## src/rtl/mem_access_stage_pkg.sv

```systemverilog
// Shared definitions for the memory-access stage: FSM state encoding,
// datapath word width and the address bit that marks an unaligned access.
package mem_access_stage_pkg;

    typedef enum logic [1:0] {
        IDLE = 2'b00,
        BUSY = 2'b01,
        ERR  = 2'b10
    } mem_state_t;

    localparam int WORD_W         = 16;
    localparam int ADDR_ALIGN_BIT = 0;

endpackage

```

## src/rtl/mem_timeout_ctr.sv

```systemverilog
// Free-running busy-cycle counter with synchronous clear and count enable.
// It flags when the count equals TERMINAL_COUNT so that the owner can
// abandon a memory transaction that never gets acknowledged.
module mem_timeout_ctr #(
    parameter int CNT_W          = 7,
    parameter int TERMINAL_COUNT = 63
) (
    input  logic clk,
    input  logic rst_n,
    input  logic clear,
    input  logic enable,
    output logic terminal
);

    localparam logic [CNT_W-1:0] TERM = CNT_W'(TERMINAL_COUNT);

    logic [CNT_W-1:0] count;

    // Clear has priority over enable so a completing transaction always
    // leaves the counter at zero for the next one.
    always_ff @(posedge clk) begin
        if (!rst_n || clear) begin
            count <= '0;
        end else if (enable) begin
            count <= count + 1'b1;
        end
    end

    assign terminal = (count == TERM);

endmodule

```

## src/rtl/mem_access_stage.sv

```systemverilog
// Memory-access pipeline stage. Non-memory instructions pass straight to
// writeback one cycle later; loads and stores run a req/ack handshake with a
// variable-latency data memory while upstream is stalled. Unaligned accesses
// and transactions that never get acknowledged send the stage into a sticky
// error state that only reset can leave.
// TIMEOUT_CYCLES must be representable in CNT_W bits (2**CNT_W > TIMEOUT_CYCLES).
module mem_access_stage
    import mem_access_stage_pkg::*;
#(
    parameter int TIMEOUT_CYCLES = 64,
    parameter int CNT_W          = 7
) (
    input  logic              clk,
    input  logic              rst_n,
    input  logic              ex_valid,
    input  logic [WORD_W-1:0] ex_aluOut,
    input  logic [WORD_W-1:0] ex_wdata,
    input  logic              ex_memread,
    input  logic              ex_memwrite,
    input  logic              flush,
    output logic              stall,
    output logic              mem_req,
    output logic              mem_we,
    output logic [WORD_W-1:0] mem_addr,
    output logic [WORD_W-1:0] mem_wdata,
    input  logic [WORD_W-1:0] mem_rdata,
    input  logic              mem_ack,
    output logic              wb_valid,
    output logic [WORD_W-1:0] wb_mem_out,
    output logic [WORD_W-1:0] wb_aluOut,
    output logic              err
);

    mem_state_t state;
    mem_state_t next_state;

    logic accept;
    logic memop;
    logic aligned;
    logic start_mem;
    logic retire_alu;
    logic retire_mem;
    logic ctr_clear;
    logic ctr_enable;
    logic ctr_terminal;

    // A store wins when both read and write are flagged, which falls out of
    // latching ex_memwrite as the write-enable.
    assign memop      = ex_memread | ex_memwrite;
    assign accept     = (state == IDLE) & ex_valid & ~flush;
    assign aligned    = ~ex_aluOut[ADDR_ALIGN_BIT];
    assign start_mem  = accept & memop & aligned;
    assign retire_alu = accept & ~memop;
    assign retire_mem = (state == BUSY) & mem_ack;

    mem_timeout_ctr #(
        .CNT_W          (CNT_W),
        .TERMINAL_COUNT (TIMEOUT_CYCLES - 1)
    ) u_timeout_ctr (
        .clk      (clk),
        .rst_n    (rst_n),
        .clear    (ctr_clear),
        .enable   (ctr_enable),
        .terminal (ctr_terminal)
    );

    // State register; reset abandons any in-flight transaction.
    always_ff @(posedge clk) begin
        if (!rst_n) begin
            state <= IDLE;
        end else begin
            state <= next_state;
        end
    end

    // Next-state and handshake/stall outputs. Stall never looks at mem_ack,
    // which keeps the memory response off the combinational path upstream.
    always_comb begin
        next_state = state;
        stall      = 1'b0;
        mem_req    = 1'b0;
        err        = 1'b0;
        ctr_clear  = 1'b1;
        ctr_enable = 1'b0;
        case (state)
            IDLE: begin
                if (accept && memop) begin
                    if (aligned) begin
                        next_state = BUSY;
                        stall      = 1'b1;
                    end else begin
                        next_state = ERR;
                    end
                end
            end
            BUSY: begin
                stall      = 1'b1;
                mem_req    = 1'b1;
                ctr_clear  = 1'b0;
                ctr_enable = 1'b1;
                if (mem_ack) begin
                    next_state = IDLE;
                    ctr_clear  = 1'b1;
                end else if (ctr_terminal) begin
                    next_state = ERR;
                end
            end
            ERR: begin
                stall = 1'b1;
                err   = 1'b1;
            end
            default: begin
                next_state = IDLE;
            end
        endcase
    end

    // Request registers: captured once at acceptance so address, data and
    // direction stay stable for the whole time mem_req is high.
    always_ff @(posedge clk) begin
        if (!rst_n) begin
            mem_addr  <= '0;
            mem_wdata <= '0;
            mem_we    <= 1'b0;
        end else if (start_mem) begin
            mem_addr  <= ex_aluOut;
            mem_wdata <= ex_wdata;
            mem_we    <= ex_memwrite;
        end
    end

    // Writeback registers: wb_valid pulses for one cycle per retired
    // instruction; ALU-only instructions leave the load data untouched.
    always_ff @(posedge clk) begin
        if (!rst_n) begin
            wb_valid   <= 1'b0;
            wb_mem_out <= '0;
            wb_aluOut  <= '0;
        end else begin
            wb_valid <= 1'b0;
            if (retire_alu) begin
                wb_valid  <= 1'b1;
                wb_aluOut <= ex_aluOut;
            end else if (retire_mem) begin
                wb_valid   <= 1'b1;
                wb_aluOut  <= mem_addr;
                wb_mem_out <= mem_we ? '0 : mem_rdata;
            end
        end
    end

endmodule

```

## config.mk

```make
export PLATFORM = sky130hd
export DESIGN_NAME = mem_access_stage
export DESIGN_NICKNAME = d
export VERILOG_FILES = /design/src/rtl/mem_access_stage_pkg.sv /design/src/rtl/mem_timeout_ctr.sv /design/src/rtl/mem_access_stage.sv
export SDC_FILE = /design/constraint.sdc
export NUM_CORES = 1
export LEC_CHECK = 0
export BUFFER_PORTS_ARGS = -buffer_cell sky130_fd_sc_hd__buf_2
export CORE_MARGIN = 3
export CORE_UTILIZATION = 52
export DETAILED_ROUTE_END_ITERATION = 8
export GPL_ROUTABILITY_DRIVEN = 0
export PLACE_DENSITY = 0.86
export SYNTH_ARGS = -nofsm -noshare
export SYNTH_HDL_FRONTEND = slang
export SYNTH_SLANG_ARGS = --single-unit
```

## constraint.sdc

```tcl
create_clock -name clk -period 5.25 [get_ports clk]
set_clock_uncertainty 0.05 [all_clocks]
set_input_delay 0.2625 -clock clk [delete_from_list [all_inputs] [get_ports clk]]
set_output_delay 0.2625 -clock clk [all_outputs]
set_load 0.05 [all_outputs]
```

==> results of run 1 <==
-- logic make-up (layout without fill, tap and decap cells) --
kind of cell | Yosys count | after routing
compound gates | 77 | 77
fa+ha+maj | 5 | 5
buf+inv | 27 | 142
xor+xnor | 3 | 3
flops | 75 | 75
simple gates | 174 | 174
-- registers in the layout (all words and copies together), names as in the netlist --
register	flops
wb_valid	1
u_timeout_ctr.count	7
mem_addr	16
mem_wdata	16
wb_mem_out	16
state	2
wb_aluOut	16
mem_we	1
-- report_power, final --
part	internal, uW	leakage, uW	switching [uW]	total (uW)
registers	589	0.000607	13.9	603
logic	61.4	0.000958	153	215
clock network	293	0.000113	204	498
-- Yosys cell counts, drive strengths merged --
cell type  instances  area, sq um
buf               15        105.1
clkbuf             9        33.78
and3               2        12.51
inv                3        11.26
dfxtp             75         1501
or3b               1        8.760
a32o               1        10.01
and2               1        6.260
nor2b              1        6.260
nand4              3        18.77
nor2              23        86.33
nor3               1        16.27
o211a              1        10.01
or3                3        18.77
ha                 5        62.56
nand2b             2        12.51
a21boi            34        255.2
o21ai              4        31.28
o21a               1        15.01
nand3              1        5.000
nand2            118        442.9
or2                1        6.260
xor2               3        26.28
o22ai              1        12.51
a311oi            16        140.1
nand3b            17        140.1
a21oi             19        95.09
-- critical path: stages (launching register included) --
cell and delay, ps:
dfxtp_1 350, inv_1 100, ha_1 230, nand3b_4 140, nor3_4 980, nor2_1 80
nor2_1 120, buf_2 270
-- area by class of cell --
class / count / area [sq um]
Tap cell: 72 / 90.09
Multi-Input combinational cell: 259 / 1439
Inverter: 3 / 11.26
Clock inverter: 4 / 72.57
Clock buffer: 12 / 155.1
Fill cell: 465 / 1757
Timing Repair Buffer: 123 / 615.6
Sequential cell: 75 / 1501
-- through the flow --
step / instances / total power (uW) / util / hold WS (ps) / setup slack (ps)
after floorplan: 361 / 773.9 / - / 347.4 / 3060
after global placement: 532 / 826.6 / 0.6483 / 382.8 / 2729
after detailed placement: 532 / 831.2 / 0.6483 / 390.7 / 2685
after CTS: 548 / 1327 / 0.6886 / 89.70 / 2307
after global routing: 548 / 1373 / 0.6886 / 98.60 / 2154
final: 548 / 1316 / 0.6886 / 104.9 / 2321
-- metal layers --
| metal | global-route usage | vias to the layer above | wire (microns) |
|---|---|---|---|
| li1 | - | 1432 | - |
| met1 | 0.2592 | 1343 | 3284 |
| met2 | 0.3761 | 89 | 3739 |
| met3 | 0.06944 | 11 | 484 |
| met4 | 0.07727 | 0 | 118 |
| met5 | 0 | - | 0 |
-- final timing paths --
kind | start | slack, ps | endpoint
worst max register to register | state[0] | 2830 | wb_aluOut[14]
worst max-delay path | state[1] | 2320 | stall
worst min register to register | wb_mem_out[0] | 400 | wb_mem_out[0]
worst min-delay path | ex_wdata[4] | 100 | mem_wdata[4]
==> Implementation_results.wiki, run 1 <==
{| class="wikitable"
! Metric !! Value
|-
| Type of the worst setup path || reg -> out
|-
| TritonCTS clock tree || built
|-
| CP Data Required Time || 4940 ps
|-
| H-tree depth reported by CTS || 3
|-
| Top Ports || 124
|-
| Area of the core || 5642 sq um
|-
| Mean instance size in the synthesized netlist || 8.561 sq um
|-
| Commonest non-fill, non-tap cell in the layout || buf_2
|-
| Drt wl/cell || 13.92 microns
|-
| DRC marker count from the first detailed-route iteration || 155
|-
| Setup violations, final || 0
|-
| Total clock buffers created by CTS || 9
|-
| PortBufs || 123
|-
| Clock slew seen by the registers of the worst setup and hold paths || 80 ps
|-
| Count of hold-fix buffers inserted at cts || 0
|-
| Count of antenna-violating nets left after detailed routing || 0
|-
| Leakage component of the power || 0.001677 uW
|-
| Flip-flop and latch count after synthesis || 75
|-
| Starting density of the core || 0.5478
|-
| # Max-Cap Violations || 0
|-
| Chip width || 83.09 microns
|-
| Number of nets in the final layout || 531
|-
| Aggregate global-route resource usage || 0.2200
|-
| Global-route wire length before repair || 12640 microns
|-
| Maximum vdd drop || 213.8 uV
|-
| Sum Neg Setup Slack || 0 ps
|-
| Adder-cell area share of the yosys netlist || 0.02024
|-
| Full die area || 6904 sq um
|-
| Yosys warning count || 0
|-
| Synth Net Count || 421
|-
| Proportion of synthesized area in mux cells || 0
|-
| Post-layout minimum cycle time || 2929 ps
|-
| Count of clock tree sinks || 75
|-
| Detailed-placement wirelength estimate || 5432 microns
|-
| Cell depth of the worst min-delay path || 3
|-
| Worst Tran Pin Value || 1207 ps
|-
| CP Max Fanout || 33
|-
| Relative max-transition margin || 0.1927
|-
| RSZ-0062 raised after global routing || no
|-
| Compound-Gate Fraction of Synth Area || 0.1842
|-
| Vias || 2875
|-
| Diodes inserted || 0
|-
| Pins Over Slew Limit || 0
|-
| Layout cell share with drive strength beyond 1 || 0.3025
|-
| Clock latency reported for the late side of the worst-skew pair || 340 ps
|-
| Number of global-route vias before repair || 2832
|-
| Classification of the worst-slack hold path || in -> reg
|-
| Worst R2R Path Depth || 6
|-
| Antenna violations before repair || 0
|-
| DRC violation count after routing || 0
|-
| Vert. Die Dim || 83.09 microns
|-
| Placed instance area || 3657 sq um
|-
| Area of the mapped netlist || 3090 sq um
|-
| Area Overhead vs Synth || 25.71%
|-
| Post-DR vias/cell || 5.246
|-
| Post-synthesis sequential area ratio || 0.4858
|-
| Final Hold Violating Endpoints || 0
|-
| Total power divided by cell area || 338.6 nW/um^2
|-
| Kind of start point of the critical path || flip-flop
|-
| Fmax || 341.5 MHz
|-
| Largest net degree at the start of global routing || 41
|-
| Simple-gate portion of the synthesized area || 0.2526
|-
| XOR/XNOR Fraction of Synth Area || 0.008502
|-
| Number of gates resized after cts || 0
|-
| Commonest non-fill, non-tap cells in the layout || buf_2, nand2_1, dfxtp_1, a21boi_0, nor2_1
|-
| Crit end category || primary output
|-
| Main combinational cell family by area after synthesis || simple AND/OR/NAND/NOR gates
|-
| Post-CTS Setup Bufs || 0
|-
| Sum of overflow across all layers after global routing || 0
|-
| Gate count of the mapped netlist || 361
|-
| Result of the run || completed
|-
| Drt first pass iters || 4
|-
| Period Utilization, post-route || 0.5578
|-
| Data arrival time at the worst-slack endpoint || 2620 ps
|-
| Final instance area || 3885 sq um
|-
| Floorplan row count || 27
|-
| Distinct cell type count of the synthesized netlist || 33
|-
| Root buffer selected by CTS || clkbuf_8
|-
| Worst-case clock buffer depth || 2
|-
| Detailed-route wire length || 7626 microns
|}
No activity file was read; power rests on OpenSTA's default activity.
==> inputs of run 2 (changes only) <==
CORE_UTILIZATION = 48   (was 52)
PLACE_DENSITY = 0.8   (was 0.86)
clock period = 2.7 ns   (was 5.25 ns; I/O delays follow)
==> run 2 against run 1 <==
Clock power is 83% higher. Non-clock buffer count is 41 higher. Highest routed layer unchanged. Setup slack worse by 1800 ps. Global-route usage is 0.29 points higher. Final cell count is 8.0% higher. Sequential share of layout area is 3.4 points lower. Die area is 7.7% higher. Sequential power is 94% higher.
==> Implementation_results.wiki, run 2 (synthesis gave the netlist of run 1 again) <==
{| class="wikitable"
! Metric !! Value
|-
| Non-filler cells in the finished layout || 592 (was 548)
|-
| DRC violation count after routing || 0 (unchanged)
|-
| Launching element of the worst setup path || state[0] (was state[1])
|-
| # Max-Cap Violations || 0 (unchanged)
|-
| H-tree depth reported by CTS || 3 (unchanged)
|-
| Post-layout minimum cycle time || 2196 ps
|-
| RSZ-0062 raised after global routing || no (unchanged)
|-
| Aggregate global-route resource usage || 0.2229 (was 0.2200)
|-
| Worst slack, placed || 598.6 ps (was 2685 ps)
|-
| Area of the core || 6061 sq um (was 5642 sq um)
|-
| Chip width || 86.24 microns (was 83.09 microns)
|-
| Count of clock tree sinks || 75 (unchanged)
|-
| Setup violations, final || 0 (unchanged)
|-
| Relative max-transition margin || 0.5866 (was 0.1927)
|-
| TritonCTS clock tree || built (unchanged)
|-
| Root buffer selected by CTS || clkbuf_8 (unchanged)
|-
| Leakage component of the power || 0.001845 uW (was 0.001677 uW)
|-
| Maximum vdd drop || 395.3 uV (was 213.8 uV)
|-
| PortBufs || 123 (unchanged)
|-
| Post-DR vias/cell || 5.125 (was 5.246)
|-
| Clock slew seen by the registers of the worst setup and hold paths || 80 ps (about the same)
|-
| Diodes inserted || 0 (unchanged)
|-
| Antenna violations before repair || 0 (unchanged)
|-
| Data arrival time at the worst-slack endpoint || 2010 ps (was 2620 ps)
|-
| End point of the critical path || stall (unchanged)
|-
| Fill cell instance count of the final layout || 483 (was 465)
|-
| Placed insts || 543 (was 532)
|-
| Commonest non-fill, non-tap cell in the layout || buf_2 (unchanged)
|-
| DRC marker count from the first detailed-route iteration || 118 (was 155)
|-
| Period Utilization, post-route || 0.8133
|-
| List of cells traversed by the critical path || inv_1, ha_1, nand3b_4, nor3_4, buf_4, nor2_1, nor2_1, buf_2 (was inv_1, ha_1, nand3b_4, nor3_4, nor2_1, nor2_1, buf_2)
|-
| Result of the run || completed (unchanged)
|-
| Endpoint of the most critical register-to-register path || mem_wdata[7] (was wb_aluOut[14])
|-
| Final Hold Violating Endpoints || 0 (unchanged)
|-
| Detailed-route wire length || 8204 microns (was 7626 microns)
|-
| Drt wl/cell || 13.86 microns (was 13.92 microns)
|-
| Top Ports || 124 (unchanged)
|-
| Worst R2R Path Depth || 7 (was 6)
|-
| Sum Neg Setup Slack || 0 ps (unchanged)
|-
| Final WS setup || 504.1 ps (was 2321 ps)
|-
| Pins Over Slew Limit || 0 (unchanged)
|-
| Worst Tran Pin Value || 620.1 ps (was 1207 ps)
|-
| Launch point of the worst reg-to-reg path || state[0] (unchanged)
|-
| Worst-case clock buffer depth || 2 (unchanged)
|-
| Vias || 3034 (was 2875)
|-
| Final Power || 2546 uW (was 1316 uW)
|-
| Worst reg2reg setup slack || 590 ps (was 2830 ps)
|-
| Count of antenna-violating nets left after detailed routing || 0 (unchanged)
|-
| Starting density of the core || 0.5099 (was 0.5478)
|-
| Total power divided by cell area || 597.5 nW/um^2 (was 338.6 nW/um^2)
|-
| Vert. Die Dim || 86.24 microns (was 83.09 microns)
|-
| Number of nets in the final layout || 572 (was 531)
|-
| Post-CTS Setup Bufs || 0 (unchanged)
|-
| CP Data Required Time || 2520 ps (was 4940 ps)
|-
| Clock latency reported for the late side of the worst-skew pair || 330 ps (was 340 ps)
|-
| Crit end category || primary output (unchanged)
|-
| Layout cell share with drive strength beyond 1 || 0.2921 (was 0.3025)
|-
| Critical Path Most Common Cell || nor2_1 (unchanged)
|-
| Sum of overflow across all layers after global routing || 0 (unchanged)
|-
| Floorplan row count || 28 (was 27)
|-
| Kind of start point of the critical path || flip-flop (unchanged)
|-
| Number of global-route vias before repair || 2889 (was 2832)
|-
| Detailed-placement wirelength estimate || 5491 microns (was 5432 microns)
|-
| Largest net degree at the start of global routing || 40 (was 41)
|-
| CP Max Fanout || 17 (was 33)
|-
| Total clock buffers created by CTS || 9 (unchanged)
|-
| Commonest non-fill, non-tap cells in the layout || buf_2, nand2_1, dfxtp_1, dlygate4sd3_1, a21boi_0 (was buf_2, nand2_1, dfxtp_1, a21boi_0, nor2_1)
|-
| Full die area || 7437 sq um (was 6904 sq um)
|-
| Classification of the worst-slack hold path || in -> reg (unchanged)
|-
| Type of the worst setup path || reg -> out (unchanged)
|-
| Stage delay of the slowest cell on the critical path || 350 ps (was 980 ps)
|-
| Drt first pass iters || 4 (unchanged)
|-
| Cell with the largest stage delay on the worst path || dfxtp_1 (was nor3_4)
|-
| Area Overhead vs Synth || 37.85% (was 25.71%)
|-
| Global-route wire length before repair || 13320 microns (was 12640 microns)
|-
| Fmax || 455.4 MHz
|}
-- run 2: metal layers --
metal	track usage	vias up	wire [microns]
li1	-	1514	-
met1	0.2744	1385	3519
met2	0.3707	119	3868
met3	0.05513	16	649
met4	0.09773	0	167
met5	0	-	0
-- run 2: power by group --
part	internal [uW]	switching, uW
clock network	518	392
registers	1150	26.9
logic	157	307
total	1820	725
-- run 2: critical path: cells and delay by family, from the launching register on --
kind                       cells  cell delay, ps
buffers and inverters          3             620
adders and majority gates      1             240
DFF                            1             350
and+or+nand+nor                4             480
-- run 2: per-stage QoR --
stage,hold slack [ps],util,instance area [sq um]
after floorplan,219.9,-,3090
after global placement,326.2,0.6140,3721
after detailed placement,338.6,0.6140,3721
after CTS,2.568,0.7029,4260
after global routing,7.376,0.7029,4260
final,17.68,0.7029,4260
-- run 2: area by class of cell --
type	instances	area [sq um]	share of cell area
multi-input combinational	259	1439	0.3377
sequential	75	1501	0.3524
tap	75	93.84	0.02203
clock inverter	5	77.57	0.01821
clock buffer	11	131.4	0.03084
inverter	3	11.26	0.002643
timing repair buffer	164	1006	0.2361
-- run 2: worst min path at each step --
stage            startpoint            end  slack (ps)  cells after the start
6_report       mem_rdata[2]  wb_mem_out[2]          20                      3
5_1_grt        mem_rdata[2]  wb_mem_out[2]           7                      3
4_1_cts        ex_aluOut[4]    mem_addr[4]           3                      3
3_5_place_dp    ex_wdata[4]   mem_wdata[4]         340                      3
3_3_place_gp    ex_wdata[3]   mem_wdata[3]         330                      3
2_1_floorplan  ex_aluOut[2]    mem_addr[2]         220                      2
-- run 2: repair_timing --
action                    in CTS  in global routing
hold buffers                  33                  0
hold endpoints to repair      34                  0
resized for setup              0                  0
